==> src/rtl/irq_vector_capture.sv <==
// Synchronises an active-low 8-to-3 priority-encoder output, qualifies a stable code
// and hands it to a consumer as a true-polarity level through a req/ack handshake.
module irq_vector_capture #(
   parameter int STABLE_CYCLES = 4,
   parameter int CNT_W         = 8
) (
   input  logic             clk,
   input  logic             rst_n,
   input  logic [2:0]       enc_a,
   input  logic             enc_gs,
   input  logic             irq_ack,
   output logic             irq_req,
   output logic [2:0]       irq_level,
   output logic             irq_busy,
   output logic [CNT_W-1:0] svc_count
);

   localparam int QW = (STABLE_CYCLES > 1) ? $clog2(STABLE_CYCLES) : 1;
   localparam logic [QW-1:0] CNT_LAST = QW'(STABLE_CYCLES - 1);

   typedef enum logic [1:0] {IDLE, QUALIFY, PENDING, WAIT_RELEASE} state_t;

   state_t        state;
   logic [2:0]    a_meta, a_s;
   logic          gs_meta, gs_s;
   logic [2:0]    cand;
   logic [QW-1:0] cnt;
   logic [2:0]    code;

   assign code = ~a_s;

   // Synchronisers reset to the inactive encoder output so reset never looks like a request.
   always_ff @(posedge clk or negedge rst_n) begin
      if (!rst_n) begin
         a_meta  <= 3'b111;
         a_s     <= 3'b111;
         gs_meta <= 1'b1;
         gs_s    <= 1'b1;
      end else begin
         a_meta  <= enc_a;
         a_s     <= a_meta;
         gs_meta <= enc_gs;
         gs_s    <= gs_meta;
      end
   end

   always_ff @(posedge clk or negedge rst_n) begin
      if (!rst_n) begin
         state     <= IDLE;
         cand      <= 3'd0;
         cnt       <= '0;
         irq_req   <= 1'b0;
         irq_level <= 3'd0;
         irq_busy  <= 1'b0;
         svc_count <= '0;
      end else begin
         case (state)
            IDLE: begin
               if (!gs_s) begin
                  state    <= QUALIFY;
                  cand     <= code;
                  cnt      <= '0;
                  irq_busy <= 1'b1;
               end
            end
            QUALIFY: begin
               if (gs_s) begin
                  state    <= IDLE;
                  irq_busy <= 1'b0;
               end else if (code != cand) begin
                  cand <= code;
                  cnt  <= '0;
               end else if (cnt == CNT_LAST) begin
                  state     <= PENDING;
                  irq_level <= cand;
                  irq_req   <= 1'b1;
               end else begin
                  cnt <= cnt + 1'b1;
               end
            end
            PENDING: begin
               // Level is frozen here; a higher code is only looked at after service.
               if (irq_ack) begin
                  state     <= WAIT_RELEASE;
                  irq_req   <= 1'b0;
                  cnt       <= '0;
                  svc_count <= svc_count + 1'b1;
               end
            end
            WAIT_RELEASE: begin
               if (!gs_s) begin
                  if (code != irq_level) begin
                     state <= QUALIFY;
                     cand  <= code;
                  end
                  cnt <= '0;
               end else if (cnt == CNT_LAST) begin
                  state    <= IDLE;
                  cnt      <= '0;
                  irq_busy <= 1'b0;
               end else begin
                  cnt <= cnt + 1'b1;
               end
            end
            default: begin
               state    <= IDLE;
               irq_req  <= 1'b0;
               irq_busy <= 1'b0;
            end
         endcase
      end
   end

endmodule
==> config.mk <==
export PLATFORM = sky130hd
export DESIGN_NAME = irq_vector_capture
export DESIGN_NICKNAME = d
export VERILOG_FILES = /design/src/rtl/irq_vector_capture.sv
export SDC_FILE = /design/constraint.sdc
export NUM_CORES = 1
export LEC_CHECK = 0
export ABC_AREA = 1
export CORE_AREA = 4 4 55 57
export DETAILED_ROUTE_END_ITERATION = 8
export DIE_AREA = 0 0 59 61
export PLACE_DENSITY = 0.77
export RECOVER_POWER = 25
export SYNTH_ARGS = -nofsm -noshare
export SYNTH_HDL_FRONTEND = slang
export SYNTH_SLANG_ARGS = --single-unit
==> constraint.sdc <==
create_clock -name clk -period 2.55 [get_ports clk]
set_input_delay 0.6375 -clock clk [delete_from_list [all_inputs] [get_ports clk]]
set_output_delay 0.6375 -clock clk [all_outputs]
set_load 0.05 [all_outputs]
* Word level (Yosys, flattened, before mapping)
Index checks and enable logic that the tools add are counted.
Storage, ports and cells: register bits 28, output and inout bits 13, input bits 7
Cells by class: mux-type cells 33, reductions and logical operators 10, add/sub/neg operators 2, bitwise gates (word level) 3, equality and inequality tests 22
Operator list (number):
- 2-bit 2-to-1 mux | 15
- 2-bit inequality test (second input constant) | 11
- 2-bit case mux with 4 select lines | 2
- 3-bit 2-to-1 mux | 5
- 3-bit inequality test (second input constant) | 5
- 6-bit AND reduction | 2
- 5-bit AND reduction | 2
- 3-bit case mux with 3 select lines | 1
- 8-bit by 1-bit adder with 8-bit output (second input constant) | 1
- 1-bit 2-to-1 mux | 8
- 4-bit AND reduction | 2
- 2-bit == test (second input constant) | 3
- 3-bit inequality test | 2
- 3-bit NOT | 1
- 1-bit case mux with 3 select lines | 1
- 3-bit nonzero test | 1
- 2-bit by 1-bit adder with 2-bit output (second input constant) | 1
- 2-bit by 1-bit == test with 1-bit output (second input constant) | 1
- 2-bit zero test | 1
- 1-bit NOT | 2
- 1-bit case mux with 2 select lines | 1
- 2-bit AND reduction | 1
- 2-bit nonzero test | 1

* Longest topological paths before layout
Gate-level depths: netlist (run 1).
word-level depth 5, depth in mapped cells 9, gate-level depth less buffers 9

* Least setup slack after synthesis (run 1)
No wires, ideal clock.
path kind register to register, start register svc_count[0], end register svc_count[7], arrival 1.367 ns, path slack 1.043 ns, setup time 0.140 ns, period minus slack after synthesis 1.507 ns, data required time 2.410 ns, path buffers 0, cell stages (with the launch flop) 5, path through dfrtp_1 nand3_1 nor3b_4 nand3_2 xnor2_1
Between the ends: longest elaborated chain between the ends 1
RTL lines:
- from (decl) | line 15 | output logic [CNT_W-1:0] svc_count
- from (signal assigned) | line 87 | svc_count <= svc_count + 1'b1;
- 8-bit by 1-bit adder with 8-bit output | line 87
No other way between the ends. A chain may end at the register's enable or synchronous reset.

* Worst setup path in the final report (run 1)
start register svc_count[0], end output svc_count[0]
No word-level cell between the ends.

==> results of run 1 <==
-- area by class of cell --
class                      instances  area [sq um]  area share
multi-input combinational         98           534       0.336
tap                               30          37.5      0.0236
timing repair buffer              20           194       0.122
inverter                          20          75.1      0.0473
clock buffer                       4          36.3      0.0229
sequential                        28           711       0.448
-- flip-flops by register name (all words and copies together) (netlist names), named ones only --
name and cells:
irq_busy 1, irq_req 1, gs_meta 1, svc_count 8
a_meta 3, a_s 3, irq_level 3, state 1
cand 3, gs_s 1, cnt 2
-- where the power goes --
part           total [W]  internal, W  leakage (nW)  switching, W
Sequential      0.000515     0.000480         0.348     0.0000343
Combinational   0.000185    0.0000653         0.429      0.000120
Clock           0.000215    0.0000874        0.0210      0.000128
Total           0.000915     0.000633         0.798      0.000282
-- synthesized netlist by cell type (2+ instances only) --
master and instances:
sky130_fd_sc_hd__inv_1 18, sky130_fd_sc_hd__inv_2 2, sky130_fd_sc_hd__dfrtp_1 20, sky130_fd_sc_hd__nand2_4 2
sky130_fd_sc_hd__nor2_1 13, sky130_fd_sc_hd__o21ai_0 3, sky130_fd_sc_hd__nand2_1 44, sky130_fd_sc_hd__a21oi_1 5
sky130_fd_sc_hd__dfstp_2 8, sky130_fd_sc_hd__xor2_1 2, sky130_fd_sc_hd__o21ai_2 2, sky130_fd_sc_hd__xnor2_1 5
sky130_fd_sc_hd__nor2_4 2, sky130_fd_sc_hd__nand4_1 2, sky130_fd_sc_hd__nand3_1 8, sky130_fd_sc_hd__ha_1 2
-- cells by family after synthesis --
| logic type | synth area share |
|---|---|
| xor+xnor | 0.0461 |
| simple gates | 0.270 |
| fa+ha+maj | 0.0188 |
| buf+inv | 0.0648 |
| flops | 0.534 |
| compound gates | 0.0667 |
-- layer usage --
| layer | track usage | vias up | part of all wire |
|---|---|---|---|
| met4 | 0.0680 | 0 | 0.017 |
| met1 | 0.205 | 482 | 0.46 |
| met2 | 0.271 | 13 | 0.49 |
| met5 | 0 | - | 0 |
| li1 | - | 509 | - |
| met3 | 0.0319 | 4 | 0.028 |
-- per-stage QoR --
step,cells,instance area (sq um),hold slack [ns]
final,200,1590,0.366
after floorplan,147,1330,0.342
after global routing,200,1590,0.371
after detailed placement,196,1560,0.347
after CTS,200,1590,0.367
after global placement,196,1560,0.346
-- how the worst max path moves through the flow --
stage / startpoint / to / slack [ns] / cells after the start
6_report: svc_count[0]$_DFFE_PN0P_ / svc_count[0] / 0.33 / 1
5_1_grt: svc_count[0]$_DFFE_PN0P_ / svc_count[0] / 0.26 / 1
4_1_cts: svc_count[0]$_DFFE_PN0P_ / svc_count[0] / 0.31 / 1
3_5_place_dp: svc_count[0]$_DFFE_PN0P_ / svc_count[0] / 0.68 / 1
3_3_place_gp: svc_count[2]$_DFFE_PN0P_ / svc_count[2] / 0.71 / 1
2_1_floorplan: svc_count[0]$_DFFE_PN0P_ / svc_count[7]$_DFFE_PN0P_ / 1.04 / 4
==> results.json, run 1 <==
{
  "setup-tns-final_ns": 0,
  "power.ir.vdd_worst_v": 0.000556,
  "grt_first_pass_wirelength_um": 4380,
  "fp.dieArea_sq_um": 3600,
  "num-fill-cells": 207,
  "yosys_most_used_dff": "sky130_fd_sc_hd__dfrtp_1",
  "totalWireLength_um": 2440,
  "maxCapViolations": 0,
  "rr_endpoint": "irq_level[1]$_DFFE_PN0P_",
  "cts_root_buf": "sky130_fd_sc_hd__clkbuf_4",
  "holdPathEnd": "a_s[0]$_DFF_PN1_",
  "vias": 1008,
  "die_y_um": 61,
  "post_cts.resized_instances": 0,
  "final_hold_viol_count": 0,
  "final.period_utilization": 0.871,
  "post_drt_wl_per_cell_um": 12.2,
  "final_max_slew_viol_count": 0,
  "clk-insertion-delay-late_ns": 0.32,
  "critical_path.max_stage_delay_ns": 0.83,
  "fin_nets": 180,
  "dr.pass1.iters": 4,
  "cts_buffers": 3,
  "boundaryPins": 20,
  "synth.top_cells.by_area": "sky130_fd_sc_hd__dfrtp_1 38%, sky130_fd_sc_hd__dfstp_2 16%, sky130_fd_sc_hd__nand2_1 12%, sky130_fd_sc_hd__inv_1 5.1%, sky130_fd_sc_hd__nor2_1 3.7%",
  "floorplan.core_area_sq_um": 2480,
  "avgSynthCellArea_sq_um": 9.06,
  "post-cts-setup-buffers": 0,
  "power.leakage_nw": 0.798,
  "timing.critical_path.to_type": "primary output",
  "ys.warnings.count": 0,
  "initialDrtViolationCount": 32,
  "ys_seq_elements": 28,
  "async_reset_ff_frac": 1.00,
  "min-delay-start": "a_meta[0]$_DFF_PN1_",
  "antenna_violating_nets_post_route": 0,
  "timing.critical_path.buf_inv": 1,
  "layout_setup_ws_ns": 0.328,
  "r2r.worst_path.cells": 6,
  "place.gp.congestion": 0.782,
  "min-delay-path-class": "flip-flop to flip-flop",
  "outcome": "finished clean",
  "utilization": 0.641,
  "ys_seq_area_frac": 0.534,
  "reg2reg_slack_ns": 1.08,
  "first_global_vias": 1008,
  "groute.usage.overall": 0.162,
  "clkSlewWorstSetupHoldPaths_ns": 0.15,
  "achievable-frequency_mhz": 450,
  "grt_remaining_overflow": 0,
  "post-synth-top-area-cell": "sky130_fd_sc_hd__dfrtp_1",
  "total_power_w": 0.000915,
  "worst_slack_placed_ns": 0.684,
  "regToRegStartpoint": "a_s[0]$_DFF_PN1_",
  "post_route_cells_drive_above_1_share": 0.147,
  "ctsHtreeMaxLevel": 1,
  "synth_top_area_frac": 0.376,
  "tritoncts_clock_tree": "built",
  "most-common-layout-cells": "44 x sky130_fd_sc_hd__nand2_1, 20 x sky130_fd_sc_hd__dfrtp_1, 18 x sky130_fd_sc_hd__inv_1, 14 x sky130_fd_sc_hd__clkdlybuf4s50_1, 13 x sky130_fd_sc_hd__nor2_1",
  "pin_count_of_the_biggest_net_entering_global_routing": 29,
  "initial_core_util": 0.537,
  "areaGrowthSynthToFinish_pct": 19.3,
  "fin_skew_ns": 0.00303,
  "syn_nets": 156,
  "antenna-diode-count": 0,
  "syn-instance-count": 147,
  "crit_family": "buffers and inverters",
  "finalCriticalPeriod_ns": 2.22,
  "grt_antenna_before_repair": 0,
  "post_synth_instance_area_sq_um": 1330,
  "detail_route.vias_per_cell": 5.04,
  "worst_slew_margin_rel": 0.0294,
  "rsz0062_at_grt": "false",
  "dp.final_hpwl_um": 1900,
  "whs_path_depth": 0,
  "synth_edf_count": 0,
  "number_of_rows_in_the_core_area": 18,
  "setup_viol_count_final": 0,
  "p_per_area_nw_per_um2": 576,
  "post-route-drc-count": 0,
  "max-clock-path-buffers": 2,
  "crit_path_cell_trace": "clkdlybuf4s50_1",
  "tightest_slew_ns": 1.46,
  "crit_slowest_cell": "sky130_fd_sc_hd__clkdlybuf4s50_1",
  "criticalPathCategory": "flip-flop to primary output",
  "fp.dieW_um": 59,
  "worst_setup_path_start_kind": "flip-flop",
  "cts-hold-fix-buffers": 0,
  "crit_required_ns": 1.91,
  "ys_types": 25,
  "clock_sinks": 28,
  "timing.critical_path.arrival_ns": 1.58,
  "mostFrequentLayoutCell": "sky130_fd_sc_hd__nand2_1",
  "timing.critical_path.fanout_max": 4,
  "io_buffers": 19
}
Note: power is estimated with default switching activity, not from simulation.
==> inputs of run 2 (changes only) <==
--- a/config.mk
+++ b/config.mk
@@ -6,10 +6,10 @@
 export NUM_CORES = 1
 export LEC_CHECK = 0
 export ABC_AREA = 1
-export CORE_AREA = 4 4 55 57
+export CORE_AREA = 4 4 59 61
 export DETAILED_ROUTE_END_ITERATION = 8
-export DIE_AREA = 0 0 59 61
-export PLACE_DENSITY = 0.77
+export DIE_AREA = 0 0 63 65
+export PLACE_DENSITY = 0.71
 export RECOVER_POWER = 25
 export SYNTH_ARGS = -nofsm -noshare
 export SYNTH_HDL_FRONTEND = slang
==> constraint.sdc (replaced) <==
create_clock -name clk -period 1.78 [get_ports clk]
set_input_delay 0.445 -clock clk [delete_from_list [all_inputs] [get_ports clk]]
set_output_delay 0.445 -clock clk [all_outputs]
set_load 0.05 [all_outputs]
==> run 2 against run 1 <==
  * Routed wire length down 2.0%
  * Clock-buffer cell count unchanged
  * Worst hold slack about the same
  * Sequential power up 43%
  * Global-route usage down 3.5 points
  * Critical path type is now flip-flop to flip-flop
  * Non-clock buffer count unchanged
  * First-iteration DRC count up 25%
  * Power up 42%
  * Die area up 14%
  * Sequential share of layout area up 0.071 points
  * Core utilization down 11 points
  * Clock skew up 0.0088 ns
==> results.json, run 2 (synthesized netlist as in run 1, its figures left out) <==
{
  "timing.critical_path.arrival_ns": 1.72,
  "finalCriticalPeriod_ns": 1.49,
  "grt_first_pass_wirelength_um": 4250,
  "outcome": "finished clean",
  "rsz0062_at_grt": "false",
  "dp_cells": 199,
  "max-clock-path-buffers": 2,
  "largest_reg_flops": 8,
  "fin_nets": 180,
  "fin_cells": 203,
  "post-route-drc-count": 0,
  "multi_input_comb_area_sq_um": 534,
  "post_route_cells_drive_above_1_share": 0.229,
  "final.period_utilization": 0.839,
  "register_area_sq_um": 711,
  "dr.pass1.iters": 4,
  "areaGrowthSynthToFinish_pct": 19.1,
  "clkSlewWorstSetupHoldPaths_ns": 0.14,
  "fp.dieArea_sq_um": 4100,
  "crit_path_cell_trace": "xor2_1, nand4_2, nor2_4, nand2_4, nand2_1, o21ai_2",
  "final_max_slew_viol_count": 0,
  "floorplan.core_area_sq_um": 2980,
  "boundaryPins": 20,
  "mostFrequentLayoutCell": "sky130_fd_sc_hd__nand2_1",
  "placedInstanceArea_sq_um": 1550,
  "criticalPathCategory": "flip-flop to flip-flop",
  "die_y_um": 65,
  "power.leakage_nw": 0.829,
  "power.net_switching_w": 0.000400,
  "grt_antenna_before_repair": 0,
  "fin_skew_ns": 0.0118,
  "holdWs_ns": 0.366,
  "tritoncts_clock_tree": "built",
  "num-fill-cells": 275,
  "antenna-diode-count": 0,
  "cts-hold-fix-buffers": 0,
  "first_global_vias": 1001,
  "worst_setup_path_start_kind": "flip-flop",
  "timing.critical_path.fanout_max": 7,
  "vias": 994,
  "power.ir.vdd_worst_v": 0.000461,
  "max_flop_register": "svc_count",
  "post_drt_wl_per_cell_um": 11.8,
  "min-delay-path-class": "flip-flop to flip-flop",
  "initialDrtViolationCount": 40,
  "most-common-layout-cells": "44 x sky130_fd_sc_hd__nand2_1, 20 x sky130_fd_sc_hd__dfrtp_1, 18 x sky130_fd_sc_hd__inv_1, 13 x sky130_fd_sc_hd__nor2_1, 11 x sky130_fd_sc_hd__buf_4",
  "cts_buffers": 3,
  "setup-tns-final_ns": 0,
  "ctsHtreeMaxLevel": 1,
  "clk-insertion-delay-late_ns": 0.32,
  "clock_sinks": 28,
  "p_per_area_nw_per_um2": 822,
  "grt_remaining_overflow": 0,
  "crit_required_ns": 2.00,
  "antenna_violating_nets_post_route": 0,
  "worst_slew_margin_rel": 0.548,
  "utilization": 0.532,
  "post-cts-setup-buffers": 0,
  "final_area_sq_um": 1590,
  "comb_power_share": 0.200,
  "detail_route.vias_per_cell": 4.90,
  "achievable-frequency_mhz": 669,
  "totalWireLength_um": 2390,
  "groute.usage.overall": 0.127,
  "cts_root_buf": "sky130_fd_sc_hd__clkbuf_4",
  "pwr-share-seq": 0.567,
  "final_hold_viol_count": 0,
  "crit_slowest_cell": "sky130_fd_sc_hd__dfstp_2",
  "critical_path.max_stage_delay_ns": 0.58,
  "dp.final_hpwl_um": 1880,
  "pwr-share-clk": 0.233,
  "timing.critical_path.to_type": "flip-flop",
  "setup_viol_count_final": 0,
  "post_cts.resized_instances": 0,
  "sw_frac_of_total": 0.307,
  "tightest_slew_ns": 0.677,
  "initial_core_util": 0.447,
  "maxCapViolations": 0,
  "io_buffers": 19,
  "power.internal_w": 0.000903,
  "fp.dieW_um": 63,
  "place.gp.congestion": 0.828,
  "number_of_rows_in_the_core_area": 20,
  "pin_count_of_the_biggest_net_entering_global_routing": 29
}
-- run 2: cell count changes in the layout (fill, tap and decap cells not counted) --
cell	previous run	this run
sky130_fd_sc_hd__buf_12	0	2
sky130_fd_sc_hd__clkbuf_1	1	0
sky130_fd_sc_hd__buf_4	0	11
sky130_fd_sc_hd__clkbuf_2	0	1
sky130_fd_sc_hd__clkdlybuf4s50_1	14	1
-- run 2: per-stage QoR --
step / setup slack [ns] / power [W]
after floorplan: 0.273 / 0.000928
after global placement: 0.156 / 0.00100
after detailed placement: 0.108 / 0.00101
after CTS: 0.279 / 0.00132
after global routing: 0.183 / 0.00138
final: 0.286 / 0.00130
-- run 2: final timing paths --
path	start	endpoint	slack (ns)	depth (start not counted)
setup reg to reg	a_s[0]$_DFF_PN1_	irq_level[1]$_DFFE_PN0P_	0.29	6
hold reg to reg	gs_meta$_DFF_PN1_	gs_s$_DFF_PN1_	0.37	0
hold / removal	gs_meta$_DFF_PN1_	gs_s$_DFF_PN1_	0.37	0
max in group asynchronous	rst_n	irq_req$_DFFE_PN0P_	0.68	2
min in group asynchronous	rst_n	irq_busy$_DFFE_PN0P_	0.66	2
setup / recovery	a_s[0]$_DFF_PN1_	irq_level[1]$_DFFE_PN0P_	0.29	6
-- run 2: power groups by stage --
| stage | combinational, W | clock, W | sequential, W |
|---|---|---|---|
| after floorplan | 0.000147 | 0 | 0.000781 |
| after global placement | 0.000256 | 0 | 0.000746 |
| after detailed placement | 0.000264 | 0 | 0.000750 |
| after CTS | 0.000267 | 0.000316 | 0.000738 |
| after global routing | 0.000290 | 0.000346 | 0.000747 |
| final | 0.000261 | 0.000304 | 0.000738 |
-- run 2: worst max-delay path: cells and delay by family, from the launching register on --
| family | cells | cell delay (ns) |
|---|---|---|
| xor+xnor | 1 | 0.24 |
| compound gates | 1 | 0.05 |
| flops | 1 | 0.58 |
| simple gates | 4 | 0.55 |
-- run 2: layout make-up --
type | count | area share
Sequential cell | 28 | 0.448
Inverter | 20 | 0.0474
Tap cell | 33 | 0.0260
Timing Repair Buffer | 20 | 0.118
Multi-Input combinational cell | 98 | 0.337
Clock buffer | 4 | 0.0229
-- run 2: routing by layer --
metal	track usage	wire length (um)	vias up
met5	0	0	-
met4	0.0248	19	0
met3	0.0243	71	4
met2	0.232	1240	17
met1	0.154	1060	468
li1	-	-	505
